### config.mk
export PLATFORM = sky130hd
export DESIGN_NAME = prio_arb_4
export DESIGN_NICKNAME = d
export VERILOG_FILES = /design/src/rtl/prio_arb_4.sv
export SDC_FILE = /design/constraint.sdc
export NUM_CORES = 1
export LEC_CHECK = 0
export CORE_MARGIN = 10
export CORE_UTILIZATION = 24
export DETAILED_ROUTE_END_ITERATION = 8
export PLACE_DENSITY = 0.47
export SYNTH_ARGS = -nofsm -noshare
export SYNTH_HDL_FRONTEND = slang
export SYNTH_SLANG_ARGS = --single-unit
### constraint.sdc
create_clock -name clk -period 4.4 [get_ports clk]
set_input_delay 1.1 -clock clk [delete_from_list [all_inputs] [get_ports clk]]
set_output_delay 1.1 -clock clk [all_outputs]
set_load 0.02 [all_outputs]
### src/rtl/prio_arb_4.sv
// Four-requester arbiter with run-time fixed-priority / round-robin selection,
// a registered one-hot grant, a one-cycle turnaround gap and a hold-time limit.
module prio_arb_4 #(
  parameter int unsigned HOLD_MAX = 15,
  parameter int unsigned CW       = 4
) (
  input  logic       clk,
  input  logic       rst,
  input  logic       rr_mode,
  input  logic [3:0] req,
  input  logic       done,
  output logic [3:0] gnt,
  output logic [1:0] gnt_id,
  output logic       gnt_v,
  output logic       timeout
);

  localparam logic [1:0] IDLE  = 2'd0;
  localparam logic [1:0] GRANT = 2'd1;
  localparam logic [1:0] GAP   = 2'd2;

  localparam bit            HOLD_EN   = (HOLD_MAX != 0);
  localparam logic [CW-1:0] HOLD_LAST = HOLD_EN ? CW'(HOLD_MAX - 1) : '0;

  // Fixed priority: requester 3 highest, requester 0 lowest.
  function automatic logic [1:0] fixed_pick(input logic [3:0] r);
    if (r[3])      return 2'd3;
    else if (r[2]) return 2'd2;
    else if (r[1]) return 2'd1;
    else           return 2'd0;
  endfunction

  // Round-robin: rotate the request vector so the requester after last sits
  // at bit 0, take the lowest set bit, then rotate the offset back.
  function automatic logic [1:0] rr_pick(input logic [3:0] r, input logic [1:0] last);
    logic [7:0] dbl;
    logic [3:0] rot;
    logic [1:0] start;
    logic [1:0] offset;
    dbl   = {r, r};
    start = last + 2'd1;
    rot   = dbl[start +: 4];
    if (rot[0])      offset = 2'd0;
    else if (rot[1]) offset = 2'd1;
    else if (rot[2]) offset = 2'd2;
    else             offset = 2'd3;
    return start + offset;
  endfunction

  function automatic logic [3:0] onehot(input logic [1:0] id);
    return 4'b0001 << id;
  endfunction

  logic [1:0]    state;
  logic [1:0]    state_nxt;
  logic [1:0]    last_id;
  logic [CW-1:0] hold_cnt;
  logic [1:0]    win;
  logic          take;
  logic          drop;
  logic          timeout_nxt;
  logic          rel_done;
  logic          rel_drop;
  logic          rel_hold;

  assign win      = rr_mode ? rr_pick(req, last_id) : fixed_pick(req);
  assign rel_done = done;
  assign rel_drop = ~req[gnt_id];
  assign rel_hold = HOLD_EN && (hold_cnt == HOLD_LAST);

  // Arbitration happens in both IDLE and GAP; GRANT only watches for release.
  always_comb begin
    state_nxt   = state;
    take        = 1'b0;
    drop        = 1'b0;
    timeout_nxt = 1'b0;
    case (state)
      IDLE, GAP: begin
        if (|req) begin
          state_nxt = GRANT;
          take      = 1'b1;
        end else begin
          state_nxt = IDLE;
        end
      end
      GRANT: begin
        if (rel_done || rel_drop || rel_hold) begin
          state_nxt   = GAP;
          drop        = 1'b1;
          timeout_nxt = rel_hold & ~rel_done & ~rel_drop;
        end
      end
      default: state_nxt = IDLE;
    endcase
  end

  // Registered grant stage: outputs change on the edge after the decision.
  always_ff @(posedge clk or posedge rst) begin
    if (rst) begin
      state    <= IDLE;
      gnt      <= '0;
      gnt_id   <= 2'd0;
      gnt_v    <= 1'b0;
      timeout  <= 1'b0;
      hold_cnt <= '0;
      last_id  <= 2'd3;
    end else begin
      state   <= state_nxt;
      timeout <= timeout_nxt;
      if (take) begin
        gnt      <= onehot(win);
        gnt_id   <= win;
        gnt_v    <= 1'b1;
        last_id  <= win;
        hold_cnt <= '0;
      end else if (drop) begin
        gnt      <= '0;
        gnt_v    <= 1'b0;
        hold_cnt <= '0;
      end else if (gnt_v) begin
        hold_cnt <= hold_cnt + 1'b1;
      end
    end
  end

endmodule

-- Word level (Yosys, flattened, before mapping)
Index checks and enable logic that the tools add are counted.
- input bits: 8
- bits in registers: 16
- RAM bits: 0
- output and inout port bits: 8
- word-level logic and storage cells: 53
- memories kept: 0
- latch bits: 0
- ROM bits: 0
- equal/unequal tests: 4
- mux-type cells: 25
- multiply operators: 0
- div/mod/pow operators: 0
- shift-type cells: 2
- magnitude comparators: 1
- reductions and logical operators: 7
- bitwise operators: 4
- $add $sub $neg: 3
- operators by type and width (kind ; count):
    $mux 4 ; 5
    $mux 1 ; 12
    $mux 2 ; 6
    $shiftx 8x3->3 ; 1
    $add 4x1->4 const B ; 1
    $eq 4x4->1 const B ; 1
    $pmux 2 s2 ; 1
    $reduce_or 4->1 ; 1
    $shl 1x2->4 const A ; 1
    $lt 2x3->1 const B ; 1
    $reduce_bool 3->1 ; 1
    $add 2x1->2 const B ; 1
    $add 2x2->2 ; 1
    $and 1x1->1 ; 2
    $bmux 1 s2 ; 1
    $eq 2x1->1 const B ; 1
    $eq 2x2->1 const B ; 1
    $logic_not 2->1 ; 1
    $logic_or 1x1->1 ; 2
    $ne 2x2->1 const B ; 1
    $not 1->1 ; 2
    $reduce_bool 2->1 ; 1
    $reduce_or 2->1 ; 1

-- Depth between registers and ports, before layout
Gate-level depths: netlist (run 1).
- word-level depth: 9
- mapped depth: 12
- gate-level depth less buffers: 11

-- Least setup slack after synthesis (run 1)
OpenSTA, ideal clock, no wires.
- path type: in2reg
- start: input req[3]
- end: register gnt[1]
- required time: 4.275 ns
- stages: 10
- data arrival time: 2.480 ns
- path buffers: 1
- path slack: 1.795 ns
- setup time: 0.125 ns
- cells stage by stage: buf_2 -> nor3b_1 -> a21oi_1 -> o211ai_1 -> ha_1 -> nor2b_1 -> a21oi_1 -> a32o_1 -> a21oi_1 -> o21ai_1
- longest elaborated chain between the ends: 8
- elaborated cells on any way between the ends: 20
- classes of those cells: 1 x add/sub; 2 x shift; 12 x mux; 1 x bitwise; 4 x reduce/logical
- ends and longest elaborated chain (element ; RTL line ; text):
    start: declaration ; 10 ; input logic [3:0] req,
    $shiftx 8x3->3 or $bmux 1 s2 (tied branches) ; 42, 68 ;
    $mux 1, on equally long branches ; 45, 68 ;
    $mux 2 or $not 1->1 (tied branches) ; 44, 68 ;
    $mux 2 or $logic_or 1x1->1 (tied branches) ; 43, 87 ;
    $add 2x2->2 or $logic_or 1x1->1 (tied branches) ; 47, 87 ;
    $mux 2 or $mux 1 (tied branches) ; 66, 87 ;
    $shl 1x2->4 or $mux 1 (tied branches) ; 51, 77 ;
    $mux 4 or $reduce_bool 2->1 (tied branches) ; n/a ;
    end signal: assignment ; 111 ; gnt <= onehot(win);
    end: declaration ; 12 ; output logic [3:0] gnt,
Several ways; a longest one is shown, not always the timed one. The select of a mux whose other input is x is not followed.
A chain may end at the register's enable or synchronous reset.

-- Worst setup path after layout (run 1)
Same ends and word-level chain as after synthesis.

==> results by group, run 1 <==
CTS
  • Clk pin slew, worst setup/hold paths: 0.06 ns
  • Num CTS Buffers: 3
  • CTS tree: done
  • Clock Latency Late Sink: 0.25 ns
  • Clock sink total: 16
  • # resized after CTS: 0
  • Buffer depth of the longest clock path: 2
  • Post CTS Setup Buffer Count: 0
  • # H-tree levels: 1
  • Hold buffer count at cts: 0
  • Clk root buf: clkbuf_8

Global route
  • Global-route wire length before repair: 4188 um
  • Initial antenna violation count: 0
  • Number of global-route vias before repair: 919
  • Remaining Overflow, GRT: 0
  • Total GRT Usage: 6.888%
  • Largest net degree at the start of global routing: 17

Run status
  • Status: completed

Setup path
  • Crit Path Category: input port to register
  • Critical Path Sink Type: register
  • Worst R2R Start: last_id[0]$_DFFE_PP1P_
  • CP max FO: 9
  • Critical Path AT: 3.22 ns
  • CP Cell Sequence: clkdlybuf4s50_1, nor3b_1, a21oi_1, o211ai_1, ha_1, nor2b_1, a21oi_1, a32o_1, a21oi_1, o21ai_1
  • Buf+Inv Stages, Crit Path: 1
  • CP startpoint: req[3]
  • CP most frequent cell: a21oi_1
  • Top delay family on crit path: compound AO/OA/AOI/OAI gates
  • Worst setup SP type: input port
  • Reg2Reg Depth: 10
  • Worst path slowest cell: clkdlybuf4s50_1
  • R2R setup slack: 2.19 ns
  • CP max stage delay: 0.70 ns
  • Worst R2R End: gnt[1]$_DFFE_PP0P_
  • CP Data Required Time: 4.53 ns

Hold path
  • Worst Hold Path EP: gnt_id[0]$_DFFE_PP0P_
  • Hold path start: gnt_id[0]$_DFFE_PP0P_
  • Hold Crit Depth: 2
  • Worst Hold Class: register to register

Synthesis
  • Synth Warn #: 0
  • Syn avg cell area: 8.993 sq um
  • Synth Net Count: 123
  • Main synth FF type: dfrtp_1
  • Fraction of registers with async set or reset after synthesis: 100.0%
  • Seq/Total Area, Yosys: 40.00%
  • Most frequent cells after synthesis: nand2_1, dfrtp_1, nor2_1
  • Yosys top cell area share: 34.78%
  • Area leader, netlist: dfrtp_1
  • Post-Syn Area: 1007 sq um
  • Synth cell types: 41
  • Post-synth EDFFs: 0
  • Mapped Cells: 112
  • Top-count cell post-synth: nand2_1
  • Area contributors post-synth: dfrtp_1, nand2_1, dfstp_2
  • Seq cells post-synth: 16

Routing
  • DRC viols: 0
  • Drt pass-1 iters: 4
  • Wire length per cell: 13.21 um
  • DR vias/cell: 4.887
  • Starting DRT DRC Count: 51
  • DR vias: 865
  • Drt total wl: 2339 um
  • DRT antenna net count: 0

Timing
  • Setup TNS: 0 ns
  • Fin crit share: 70.29%
  • Final Skew: 0.005775 ns
  • Crit path time final: 3.093 ns
  • Fmax: 323.3 MHz
  • RSZ-0062 raised after global routing: no
  • Final Hold Viols: 0
  • Final-report max-slew violation count: 0
  • Final setup fails: 0
  • Worst-margin pin slew: 0.5969 ns
  • Relative slew slack: 60.16%

Layout
  • Area grow syn2layout: 22.86%
  • Layout cells sized above 1: 10.24%
  • Number of nets in the layout: 139
  • Register cell area after layout: 402.9 sq um
  • Multi-input logic area: 548.0 sq um
  • Final Cell Area: 1237 sq um
  • Fillers: 438
  • Antenna diodes: 0

Power and ir drop
  • Net Switching: 0.3341 mW
  • Combinational power share: 49.4%
  • Leakage: 0.5225 nW
  • Peak supply drop: 218.9 uV
  • PD cells: 644.0 nW/um^2
  • Switching share of power: 41.92%
  • Internal power: 0.4628 mW
  • Seq pwr share: 34.4%
  • Clk network pwr share: 16.1%

Die
  • Die area: 7188 sq um
  • Initial Utilization: 25.00%
  • Die X: 84.78 um
  • Core area: 4029 sq um
  • I/O pin count: 16
  • Die H: 84.78 um
  • Row cnt: 23

Placed design
  • DP Area: 1182 sq um
  • Port bufs: 15
  • HPWL after DPL: 1825 um
  • GP Congestion: 0.7725

Flow run
  • Max cap viols: 0
registers in the layout, indices dropped and copies added, names as in the netlist:
name,cells
state,2
gnt_v,1
gnt,4
last_id,2
gnt_id,2
timeout,1
hold_cnt,4
placed cells by master, fill, tap and decap left out, types with 2 or more instances in the layout:
master and instances:
a21oi_1 8, a21oi_2 2, and3_1 2, clkbuf_8 4, clkdlybuf4s50_1 15, dfrtp_1 14, dfstp_2 2, ha_1 3
inv_1 5, nand2_1 15, nand2b_1 2, nand3_1 3, nand3b_1 2, nor2_1 11, nor2b_1 3, nor3_1 5
o211ai_1 2, o21ai_0 4, o21ai_1 2, xnor2_1 2, xor2_1 3
how the worst max path moves through the flow:
stage                              end  slack [ns]  cells after the start
floorplan           gnt[1]$_DFFE_PP0P_        1.79                     10
global placement    gnt[1]$_DFFE_PP0P_        1.18                     10
detailed placement  gnt[1]$_DFFE_PP0P_        1.09                     10
CTS                 gnt[1]$_DFFE_PP0P_        1.33                     10
global route        gnt[1]$_DFFE_PP0P_        1.20                     10
finish              gnt[1]$_DFFE_PP0P_        1.31                     10
area by class of cell:
cell class                 count  share of cell area [%]
clock buffer                   4                   4.449
inverter                       5                   1.517
multi-input combinational     87                   44.29
sequential                    16                   32.56
tap                           50                   5.056
timing repair buffer          15                   12.13
per-stage QoR:
step                      total power [mW]  utilization [%]  instances  setup WS, ns  hold slack, ns
after floorplan                     0.5644                -        112         1.795          0.5176
after global placement              0.6704            29.35        173         1.184          0.5239
after detailed placement            0.6740            29.35        173         1.091          0.5224
after CTS                           0.8084            30.71        177         1.335          0.5404
after global routing                0.8669            30.71        177         1.198          0.5769
final                               0.7969            30.71        177         1.307          0.5316
cell families after synthesis:
| group | count (synthesis) | share of synthesized area (%) |
|---|---|---|
| and+or+nand+nor | 49 | 24.10 |
| xor gates and xnor gates | 5 | 4.349 |
| AOI/OAI and AO/OA | 27 | 17.52 |
| adders and majority gates | 3 | 3.727 |
| buffers and inverters | 9 | 5.590 |
| DFF | 16 | 40.00 |
| muxes | 3 | 4.720 |
power groups by stage:
stage               clock network, mW  logic [mW]  registers, mW
finish                          0.129       0.394          0.274
global route                    0.141       0.438          0.288
CTS                             0.134       0.398          0.276
detailed placement                  0       0.396          0.278
global placement                    0       0.391          0.280
floorplan                           0       0.278          0.286
tightest hold or removal path, stage by stage, from the launching register on:
cell and delay [ns]:
dfrtp_1 0.38, nand2_1 0.06, nand2_1 0.06
metal layers:
metal | up-vias | part of all wire, % | track usage, %
met4 | 0 | 1.8 | 3.293
met3 | 5 | 5.6 | 2.126
li1 | 422 | - | -
met5 | - | 0 | 0
met1 | 417 | 44 | 7.849
met2 | 21 | 49 | 11.39
Note: power is estimated with default switching activity, not from simulation.
==> run 2: changes to the inputs <==
Clock period 4.4 ns to 3.2 ns, I/O delays scaled along.
==> run 2 against run 1 <==
Compared with the run above:
- routed wire length is 5.2% higher
- utilization grew 0.19 points
- via count fell by 0.12%
- sequential power is 39% higher
- clock power rose by 41%
- count of clock-buffer cells in the layout is the same
- worst setup slack lost 0.80 ns
- total power rose by 38%
- critical path depth unchanged
- die area unchanged
- non-clock buffer count is 1 higher
- clock skew decreased by 0.0049 ns
- largest cell class unchanged
- largest power group unchanged
==> results by group, run 2 (synthesis results as in run 1) <==
Run status
  • Status: completed

Layout
  • Biggest regs: gnt x4, hold_cnt x4
  • Register cell area after layout: 402.9 sq um
  • Multi-input logic area: 548.0 sq um
  • Number of nets in the layout: 140
  • Most frequent cells in the layout: nand2_1, clkdlybuf4s50_1, dfrtp_1
  • Finished Core Util: 30.90%
  • Fillers: 436
  • Area grow syn2layout: 23.60%
  • Layout cells sized above 1: 10.94%
  • Antenna diodes: 0
  • Final Cell Area: 1245 sq um

Setup path
  • CP max FO: 9
  • Critical Path Sink Type: register
  • Worst setup SP type: input port
  • Crit Path Category: input port to register
  • CP Data Required Time: 3.34 ns
  • Critical Path AT: 2.83 ns

Placed design
  • Port bufs: 15
  • HPWL after DPL: 1859 um
  • GP Congestion: 0.8061
  • DP Area: 1190 sq um
  • Dpl ws: 0.2320 ns

CTS
  • Clk pin slew, worst setup/hold paths: 0.07 ns
  • # H-tree levels: 1
  • Num CTS Buffers: 3
  • Clock sink total: 16
  • Hold buffer count at cts: 0
  • # resized after CTS: 0
  • Post CTS Setup Buffer Count: 0
  • Clk root buf: clkbuf_8
  • Clock Latency Late Sink: 0.25 ns
  • Buffer depth of the longest clock path: 2
  • CTS tree: done

Flow run
  • Max cap viols: 0

Timing
  • Final Skew: 0.0008430 ns
  • Fin crit share: 84.02%
  • RSZ-0062 raised after global routing: no
  • Setup TNS: 0 ns
  • Final setup fails: 0
  • Final Hold Viols: 0
  • Fmax: 371.9 MHz
  • Worst-margin pin slew: 0.6217 ns
  • Final WS setup: 0.5113 ns
  • Final-report max-slew violation count: 0
  • Crit path time final: 2.689 ns
  • Relative slew slack: 58.51%

Die
  • Die area: 7188 sq um
  • Die X: 84.78 um
  • Die H: 84.78 um
  • Initial Utilization: 25.00%
  • Row cnt: 23
  • I/O pin count: 16
  • Core area: 4029 sq um

Power and ir drop
  • Leakage: 0.5273 nW
  • Peak supply drop: 489.6 uV
  • Pwr Total: 1.104 mW
  • PD cells: 886.4 nW/um^2

Global route
  • Largest net degree at the start of global routing: 17
  • Number of global-route vias before repair: 884
  • Total GRT Usage: 6.927%
  • Remaining Overflow, GRT: 0
  • Global-route wire length before repair: 4202 um
  • Initial antenna violation count: 0

Routing
  • Starting DRT DRC Count: 72
  • DRT antenna net count: 0
  • Drt pass-1 iters: 4
  • Drt total wl: 2461 um
  • Wire length per cell: 13.83 um
  • DRC viols: 0
  • DR vias: 864
  • DR vias/cell: 4.854

Hold path
  • Worst Hold Class: register to register
[run 2: cell count changes in the layout (fill, tap and decap cells not counted), sizes merged]
cell	delta
buf	+1
[run 2: area by class of cell]
type / count / share of cell area, %
multi-input cells: 87 / 44.02
inverters: 5 / 1.508
well taps: 50 / 5.025
clock buffers: 4 / 4.422
repair buffers: 16 / 12.66
flip-flops and latches: 16 / 32.36
[run 2: routing by layer]
| layer | GRT usage, % | share of wire (%) |
|---|---|---|
| met2 | 10.78 | 47 |
| met4 | 1.796 | 0.65 |
| met3 | 2.705 | 6.2 |
| met1 | 8.672 | 46 |
| met5 | 0 | 0 |
[run 2: final timing paths]
check / slack (ns) / cells after the start / end / startpoint
setup / recovery: 0.51 / 10 / gnt[1]$_DFFE_PP0P_ / req[2]
hold / removal: 0.54 / 2 / gnt[1]$_DFFE_PP0P_ / gnt[1]$_DFFE_PP0P_
setup reg to reg: 1.00 / 10 / gnt[1]$_DFFE_PP0P_ / last_id[0]$_DFFE_PP1P_
hold reg to reg: 0.54 / 2 / gnt[1]$_DFFE_PP0P_ / gnt[1]$_DFFE_PP0P_
max in group asynchronous: 1.87 / 2 / gnt[3]$_DFFE_PP0P_ / rst
min in group asynchronous: 0.93 / 2 / gnt_id[1]$_DFFE_PP0P_ / rst
[run 2: through the flow]
| stage | cells | hold slack (ns) |
|---|---|---|
| floorplan | 112 | 0.5176 |
| global placement | 174 | 0.5197 |
| detailed placement | 174 | 0.5401 |
| CTS | 178 | 0.5558 |
| global route | 178 | 0.5732 |
| finish | 178 | 0.5403 |
[run 2: power by group]
part / internal (mW) / leakage [nW] / total [mW] / switching, mW
sequential: 0.288 / 0.201 / 0.381 / 0.0931
combinational: 0.240 / 0.298 / 0.540 / 0.301
clock: 0.109 / 0.0288 / 0.182 / 0.0731
[run 2: critical path, cell delays in order]
cell and delay, ns:
clkdlybuf4s50_1 0.60, nor3b_1 0.26, a21oi_1 0.06, o211ai_1 0.20
ha_1 0.28, nor2b_1 0.15, a21oi_1 0.08, a32o_1 0.21
a21oi_1 0.10, o21ai_1 0.07
